## src/rtl/fast_div_pkg.sv

```systemverilog
// Shared types and width helpers for the iterative restoring divider.
package fast_div_pkg;

  typedef enum logic [1:0] {
    IDLE = 2'd0,
    BUSY = 2'd1,
    DONE = 2'd2
  } state_e;

  localparam int DEF_DIVIDEND_WIDTH = 8;
  localparam int DEF_DIVISOR_WIDTH  = 4;
  localparam int DEF_CNT_WIDTH      = $clog2(DEF_DIVIDEND_WIDTH);

  // Iteration counter width; never narrower than one bit.
  function automatic int cnt_width(input int n);
    return (n > 1) ? $clog2(n) : 1;
  endfunction

endpackage

```

## src/rtl/fast_div_if.sv

```systemverilog
// Operand and result handshakes of fast_div grouped as one bundle.
interface fast_div_if #(
  parameter int DIVIDEND_WIDTH = 8,
  parameter int DIVISOR_WIDTH  = 4
);
  logic                      io_in_valid;
  logic                      io_in_ready;
  logic [DIVIDEND_WIDTH-1:0] io_in_dividend;
  logic [DIVISOR_WIDTH-1:0]  io_in_divisor;
  logic                      io_out_valid;
  logic                      io_out_ready;
  logic [DIVIDEND_WIDTH-1:0] io_out_quot;
  logic [DIVISOR_WIDTH-1:0]  io_out_rem;
  logic                      io_out_divzero;

  modport master (
    output io_in_valid, io_in_dividend, io_in_divisor, io_out_ready,
    input  io_in_ready, io_out_valid, io_out_quot, io_out_rem, io_out_divzero
  );

  modport slave (
    input  io_in_valid, io_in_dividend, io_in_divisor, io_out_ready,
    output io_in_ready, io_out_valid, io_out_quot, io_out_rem, io_out_divzero
  );
endinterface

```

## src/rtl/fast_div_step.sv

```systemverilog
// One combinational restoring-division step: shift in a bit, trial-subtract.
module div_step #(
  parameter int DIVISOR_WIDTH = 4
) (
  input  logic [DIVISOR_WIDTH:0]   prem_i,
  input  logic                     bit_i,
  input  logic [DIVISOR_WIDTH-1:0] divisor_i,
  output logic [DIVISOR_WIDTH:0]   prem_o,
  output logic                     qbit_o
);
  logic [DIVISOR_WIDTH:0] shifted;

  always_comb begin
    shifted = {prem_i[DIVISOR_WIDTH-1:0], bit_i};
    // A set top bit means the shifted value already exceeds any divisor.
    qbit_o  = prem_i[DIVISOR_WIDTH] || (shifted >= {1'b0, divisor_i});
    prem_o  = qbit_o ? (shifted - {1'b0, divisor_i}) : shifted;
  end
endmodule

```

## src/rtl/fast_div.sv

```systemverilog
// Iterative unsigned divider: one quotient bit per clock, single op in flight.
module fast_div
  import fast_div_pkg::*;
#(
  parameter int DIVIDEND_WIDTH = DEF_DIVIDEND_WIDTH,
  parameter int DIVISOR_WIDTH  = DEF_DIVISOR_WIDTH
) (
  input  logic     clk,
  input  logic     reset,
  fast_div_if.slave bus
);
  localparam int                CW   = cnt_width(DIVIDEND_WIDTH);
  localparam logic [CW-1:0]     LAST = CW'(DIVIDEND_WIDTH - 1);

  state_e                    state_q, state_d;
  logic [DIVIDEND_WIDTH-1:0] quot_q, quot_d;
  logic [DIVISOR_WIDTH:0]    prem_q, prem_d;
  logic [DIVISOR_WIDTH-1:0]  divisor_q, divisor_d;
  logic [CW-1:0]             cnt_q, cnt_d;
  logic                      divzero_q, divzero_d;
  logic                      valid_q, valid_d;

  logic [DIVISOR_WIDTH:0]    prem_step;
  logic                      qbit_step;

  div_step #(.DIVISOR_WIDTH(DIVISOR_WIDTH)) u_step (
    .prem_i   (prem_q),
    .bit_i    (quot_q[DIVIDEND_WIDTH-1]),
    .divisor_i(divisor_q),
    .prem_o   (prem_step),
    .qbit_o   (qbit_step)
  );

  always_comb begin
    state_d   = state_q;
    quot_d    = quot_q;
    prem_d    = prem_q;
    divisor_d = divisor_q;
    cnt_d     = cnt_q;
    divzero_d = divzero_q;
    case (state_q)
      IDLE: begin
        if (bus.io_in_valid) begin
          divisor_d = bus.io_in_divisor;
          prem_d    = '0;
          cnt_d     = '0;
          divzero_d = (bus.io_in_divisor == '0);
          if (bus.io_in_divisor == '0) begin
            quot_d  = '1;
            state_d = DONE;
          end else begin
            quot_d  = bus.io_in_dividend;
            state_d = BUSY;
          end
        end
      end
      BUSY: begin
        // Quotient register doubles as the dividend shifter.
        prem_d = prem_step;
        quot_d = {quot_q[DIVIDEND_WIDTH-2:0], qbit_step};
        cnt_d  = cnt_q + 1'b1;
        if (cnt_q == LAST) state_d = DONE;
      end
      DONE: begin
        if (bus.io_out_ready) state_d = IDLE;
      end
      default: state_d = IDLE;
    endcase
    valid_d = (state_d == DONE);
  end

  always_ff @(posedge clk or negedge reset) begin
    if (!reset) begin
      state_q   <= IDLE;
      quot_q    <= '0;
      prem_q    <= '0;
      divisor_q <= '0;
      cnt_q     <= '0;
      divzero_q <= 1'b0;
      valid_q   <= 1'b0;
    end else begin
      state_q   <= state_d;
      quot_q    <= quot_d;
      prem_q    <= prem_d;
      divisor_q <= divisor_d;
      cnt_q     <= cnt_d;
      divzero_q <= divzero_d;
      valid_q   <= valid_d;
    end
  end

  assign bus.io_in_ready    = (state_q == IDLE);
  assign bus.io_out_valid   = valid_q;
  assign bus.io_out_quot    = quot_q;
  assign bus.io_out_rem     = prem_q[DIVISOR_WIDTH-1:0];
  assign bus.io_out_divzero = divzero_q;

endmodule

```

## src/flat_wrapper.sv

```systemverilog
// flat-port wrapper written by rule: the top's interface ports become plain ports
module fast_div_flat import fast_div_pkg::*;
#(
  parameter int DIVIDEND_WIDTH = DEF_DIVIDEND_WIDTH,
  parameter int DIVISOR_WIDTH  = DEF_DIVISOR_WIDTH
)
  (clk, reset, bus_io_in_valid, bus_io_in_dividend, bus_io_in_divisor, bus_io_out_ready, bus_io_in_ready, bus_io_out_valid, bus_io_out_quot, bus_io_out_rem, bus_io_out_divzero);
  fast_div_if #(.DIVIDEND_WIDTH(DIVIDEND_WIDTH), .DIVISOR_WIDTH(DIVISOR_WIDTH)) bus_i ();
  input  logic clk;
  input  logic reset;
  input wire logic [$bits(bus_i.io_in_valid)-1:0] bus_io_in_valid;
  input wire logic [$bits(bus_i.io_in_dividend)-1:0] bus_io_in_dividend;
  input wire logic [$bits(bus_i.io_in_divisor)-1:0] bus_io_in_divisor;
  input wire logic [$bits(bus_i.io_out_ready)-1:0] bus_io_out_ready;
  output wire logic [$bits(bus_i.io_in_ready)-1:0] bus_io_in_ready;
  output wire logic [$bits(bus_i.io_out_valid)-1:0] bus_io_out_valid;
  output wire logic [$bits(bus_i.io_out_quot)-1:0] bus_io_out_quot;
  output wire logic [$bits(bus_i.io_out_rem)-1:0] bus_io_out_rem;
  output wire logic [$bits(bus_i.io_out_divzero)-1:0] bus_io_out_divzero;
  assign bus_i.io_in_valid = bus_io_in_valid;
  assign bus_i.io_in_dividend = bus_io_in_dividend;
  assign bus_i.io_in_divisor = bus_io_in_divisor;
  assign bus_i.io_out_ready = bus_io_out_ready;
  assign bus_io_in_ready = bus_i.io_in_ready;
  assign bus_io_out_valid = bus_i.io_out_valid;
  assign bus_io_out_quot = bus_i.io_out_quot;
  assign bus_io_out_rem = bus_i.io_out_rem;
  assign bus_io_out_divzero = bus_i.io_out_divzero;
  fast_div #(.DIVIDEND_WIDTH(DIVIDEND_WIDTH), .DIVISOR_WIDTH(DIVISOR_WIDTH)) u_core (.clk(clk), .reset(reset), .bus(bus_i));
endmodule
```

## config.mk

```make
export PLATFORM = sky130hd
export DESIGN_NAME = fast_div_flat
export DESIGN_NICKNAME = d
export VERILOG_FILES = /design/src/rtl/fast_div_pkg.sv /design/src/rtl/fast_div_if.sv /design/src/rtl/fast_div_step.sv /design/src/rtl/fast_div.sv /design/src/flat_wrapper.sv
export SDC_FILE = /design/constraint.sdc
export NUM_CORES = 1
export LEC_CHECK = 0
export CAP_MARGIN = 25
export CORE_MARGIN = 3
export CORE_UTILIZATION = 44
export CTS_CLUSTER_DIAMETER = 150
export DETAILED_ROUTE_END_ITERATION = 16
export PLACE_DENSITY = 0.75
export SLEW_MARGIN = 20
export SYNTH_ARGS = -nofsm -noshare
export SYNTH_HDL_FRONTEND = slang
export SYNTH_SLANG_ARGS = --single-unit
```

## constraint.sdc

```tcl
create_clock -name clk -period 1.8 [get_ports clk]
set_input_delay 0.36 -clock clk [delete_from_list [all_inputs] [get_ports clk]]
set_output_delay 0.36 -clock clk [all_outputs]
set_load 0.02 [all_outputs]
```

==> reports/qor.txt, run 1 <==
FILL cells -> 253
Global Route Usage Sum -> 0.1745
Initial antenna violation count -> 0
RR Endpoint -> u_core.prem_q[2]$_DFFE_PN0P_
Most frequent cells in the layout -> 34 x nand2_1, 26 x clkdlybuf4s50_1, 24 x dfrtp_1
FF+latch area -> 600.6 um2
Ys async rst share -> 1.000
Cell with the largest stage delay on the worst path -> dfrtp_1
Complex-gate fraction of the synthesized area -> 0.1405
Max clock buf depth -> 2
Hpwl dp -> 2.175 mm
# hold bufs at CTS -> 0
PwrDens -> 2066 mW/mm2
Placed insts -> 206
Pin count of the biggest net entering global routing -> 25
TritonCTS clock tree -> yes
Sequential area share after synthesis -> 0.4620
GR peak layer -> met2
Worst-margin pin slew -> 0.6411 ns
Post-Synth XOR/XNOR Area -> 0.01347
# nets final -> 210
WHS -> 0.3861 ns
Register bit total from synthesis -> 24
Tot Pwr -> 3.702 mW
NetSw -> 1.525 mW
Post-Synth Adder-Cell Area -> 0.07315
Vias -> 1,158
RSZ-0062 raised after global routing -> true
Leading cell type in the layout, fill and taps excluded -> nand2_1
DRC viols -> 0
Vias per inst -> 5.336
Routability Congestion -> 0.7819
Comb pwr share -> 0.628
Max Cap Viol -> 0
Ys flop type -> dfrtp_1
R2R Path Start -> u_core.divisor_q[1]$_DFFE_PN0P_
CP startpoint kind -> register
Max Slew Vio Count -> 0
Endpoints failing hold -> 0
I/O pin count -> 31
Syn Std Cell Area -> 0.001300 mm2
Worst endpoint required time -> 2.02 ns
R2r setup slk -> 0.004 ns
Non-Filler Instances -> 217
Status -> finished, final reports clean
Finish-stage setup viols -> 0
Pleak -> 0.8328 nW
Vias in the first global route -> 1,110
Antenna diodes -> 0
Post-Syn Area per Cell -> 9.091 um2
Clock Power Share -> 0.105
First-pass GRT wire length -> 4.885 mm
Die width -> 60.36 um
Initial Utilization -> 0.4674
Die Height -> 60.36 um
YS warnings -> 0
Rel. slew slack -> 0.5710
R2R depth -> 6
Unique masters post-synth -> 35
Maximum fanout along the worst path -> 6
Area grow syn2layout -> 37.82%
Clock Latency Late Sink -> 0.31 ns
Worst path arrival time -> 2.02 ns
Drt pass-1 iters -> 4
Syn nets -> 166
Htree depth -> 1
Min-delay worst type -> primary input to asynchronous set/reset pin
Clk slew on worst S/H paths -> 0.14 ns
M1 GR Usage -> 0.2345
Met2 Usage GRT -> 0.2978
Post-DR wirelength/cell -> 13.71 um
Largest family of logic cells by synthesized area -> simple AND/OR/NAND/NOR gates
Multi-input gate area in the final layout -> 635.6 um2
Sink Count -> 24
Fmax -> 556.9 MHz
Mapped Cells -> 143
Routed WL -> 2.976 mm
EDFF count, synth -> 0
Core area -> 0.002781 mm2
Overflow after GRT -> 0
Root buffer cell -> clkbuf_4
Switching Share -> 0.4120
GRT met3 Usage -> 0.02340
Max stage delay on crit path -> 0.42 ns
Tmin final -> 1.796 ns
Final ANT Viol Nets -> 0
FP Rows -> 19
P_int -> 2.177 mW
Mux share of post-synthesis cell area -> 0.008662
Num CTS Buffers -> 3
Sequential Power Share -> 0.267
Crit Path Class -> register to register
DR iter-0 viols -> 39
Crit. End Element -> register
Critical-path cell list -> inv_2, ha_4, nor2b_4, o31a_4, or3_1, a31o_1
Worst Skew -> 0.007768 ns
Synth Area in Simple Gates -> 0.2368
Peak supply drop -> 0.001199 V
Layout cells sized above 1 -> 0.1774
DIE AREA -> 0.003643 mm2
Setup TNS -> 0 ns
IO Port Bufs -> 30
Final Cycle Share -> 0.9977
[synthesized netlist by cell type, drive strengths merged (2+ instances only)]
cell type / n / share of area
nand2: 34 / 0.098
dfrtp: 24 / 0.46
o21ai: 17 / 0.065
nand3: 11 / 0.042
buf: 7 / 0.041
ha: 6 / 0.058
nor2: 6 / 0.017
inv: 5 / 0.014
clkbuf: 3 / 0.0096
nor4: 3 / 0.014
o22ai: 3 / 0.014
nand2b: 2 / 0.0096
nor2b: 2 / 0.015
o21a: 2 / 0.013
o31ai: 2 / 0.012
or4: 2 / 0.012
xor2: 2 / 0.013
[sequential cells by signal, summed over array words and instances, names as in the netlist]
name,flops
u_core.divisor_q,4
u_core.cnt_q,3
u_core.state_q,2
u_core.prem_q,5
u_core.bus.io_out_divzero,1
u_core.bus.io_out_valid,1
u_core.bus.io_out_quot,8
[metrics by stage]
stage / utilization / worst slack (ns) / instance area [um2]
2_1_floorplan: - / 0.03650 / 1300
6_report: 0.6442 / 0.004198 / 1792
5_1_grt: 0.6442 / -0.03335 / 1792
4_1_cts: 0.6284 / -0.04391 / 1748
3_3_place_gp: 0.5978 / 0.01026 / 1663
3_5_place_dp: 0.5978 / -0.05190 / 1663
[layer usage]
| metal | share of wire | wire length (um) | up-vias |
|---|---|---|---|
| met4 | 0.0040 | 12 | 0 |
| met1 | 0.43 | 1287 | 546 |
| met5 | 0 | 0 | - |
| li1 | - | - | 582 |
| met2 | 0.52 | 1543 | 28 |
| met3 | 0.045 | 133 | 2 |
[power by group through the flow]
stage          logic (mW)  clock network [mW]  registers [mW]
2_1_floorplan        1.35                   0            1.08
3_3_place_gp         2.05                   0           0.985
3_5_place_dp         2.12                   0           0.993
4_1_cts              2.22               0.398           0.990
5_1_grt              2.59               0.422            1.03
6_report             2.32               0.390           0.987
[cell families (layout without fill, tap and decap cells)]
family | Yosys count | after routing
simple gates | 65 | 65
flops | 24 | 24
mux | 1 | 1
buf+inv | 15 | 58
xor+xnor | 2 | 2
compound gates | 29 | 29
fa+ha+maj | 7 | 7
[final cells by class]
cell class                 instances  share of cell area
clock inverter                     1             0.01676
tap                               31             0.02165
sequential                        24              0.3352
timing repair buffer              49              0.2486
inverter                           5             0.01047
multi-input combinational        104              0.3547
clock buffer                       3             0.01257
[worst max-delay path by stage]
stage	from	end	slack, ns	cells past startpoint
4_1_cts	u_core.divisor_q[1]$_DFFE_PN0P_	u_core.prem_q[2]$_DFFE_PN0P_	-0.04	6
3_3_place_gp	bus_io_in_divisor[1]	u_core.state_q[1]$_DFF_PN0_	0.01	5
3_5_place_dp	bus_io_in_divisor[1]	u_core.bus.io_out_valid$_DFF_PN0_	-0.05	5
5_1_grt	u_core.divisor_q[1]$_DFFE_PN0P_	u_core.prem_q[2]$_DFFE_PN0P_	-0.03	6
6_report	u_core.divisor_q[1]$_DFFE_PN0P_	u_core.prem_q[2]$_DFFE_PN0P_	0.004	6
2_1_floorplan	u_core.prem_q[0]$_DFFE_PN0P_	u_core.prem_q[2]$_DFFE_PN0P_	0.04	5
[worst max-delay path, delay by kind of cell, from the launching register on]
| family | cells | cell delay, ns |
|---|---|---|
| DFF | 1 | 0.42 |
| adders and majority gates | 1 | 0.20 |
| buffers and inverters | 1 | 0.09 |
| and+or+nand+nor | 2 | 0.49 |
| AOI/OAI and AO/OA | 2 | 0.51 |
[repair_timing]
action                                  CTS  global route
endpoints found under the setup margin    4             6
buffers inserted                          3             4
pin swaps                                 1             2
resized for setup                         4             5
No activity file was read; power rests on OpenSTA's default activity.
==> run 2: changes to the inputs <==
--- a/config.mk
+++ b/config.mk
@@ -5,9 +5,11 @@
 export SDC_FILE = /design/constraint.sdc
 export NUM_CORES = 1
 export LEC_CHECK = 0
+export ABC_CLOCK_PERIOD_IN_PS = 1800
 export CAP_MARGIN = 25
 export CORE_MARGIN = 3
 export CORE_UTILIZATION = 44
+export CTS_BUF_LIST = sky130_fd_sc_hd__clkbuf_4 sky130_fd_sc_hd__clkbuf_8 sky130_fd_sc_hd__clkbuf_16
 export CTS_CLUSTER_DIAMETER = 150
 export DETAILED_ROUTE_END_ITERATION = 16
 export PLACE_DENSITY = 0.75
==> results of run 2 <==
The final DEF is identical to that of run 1; final timing and power are the same.
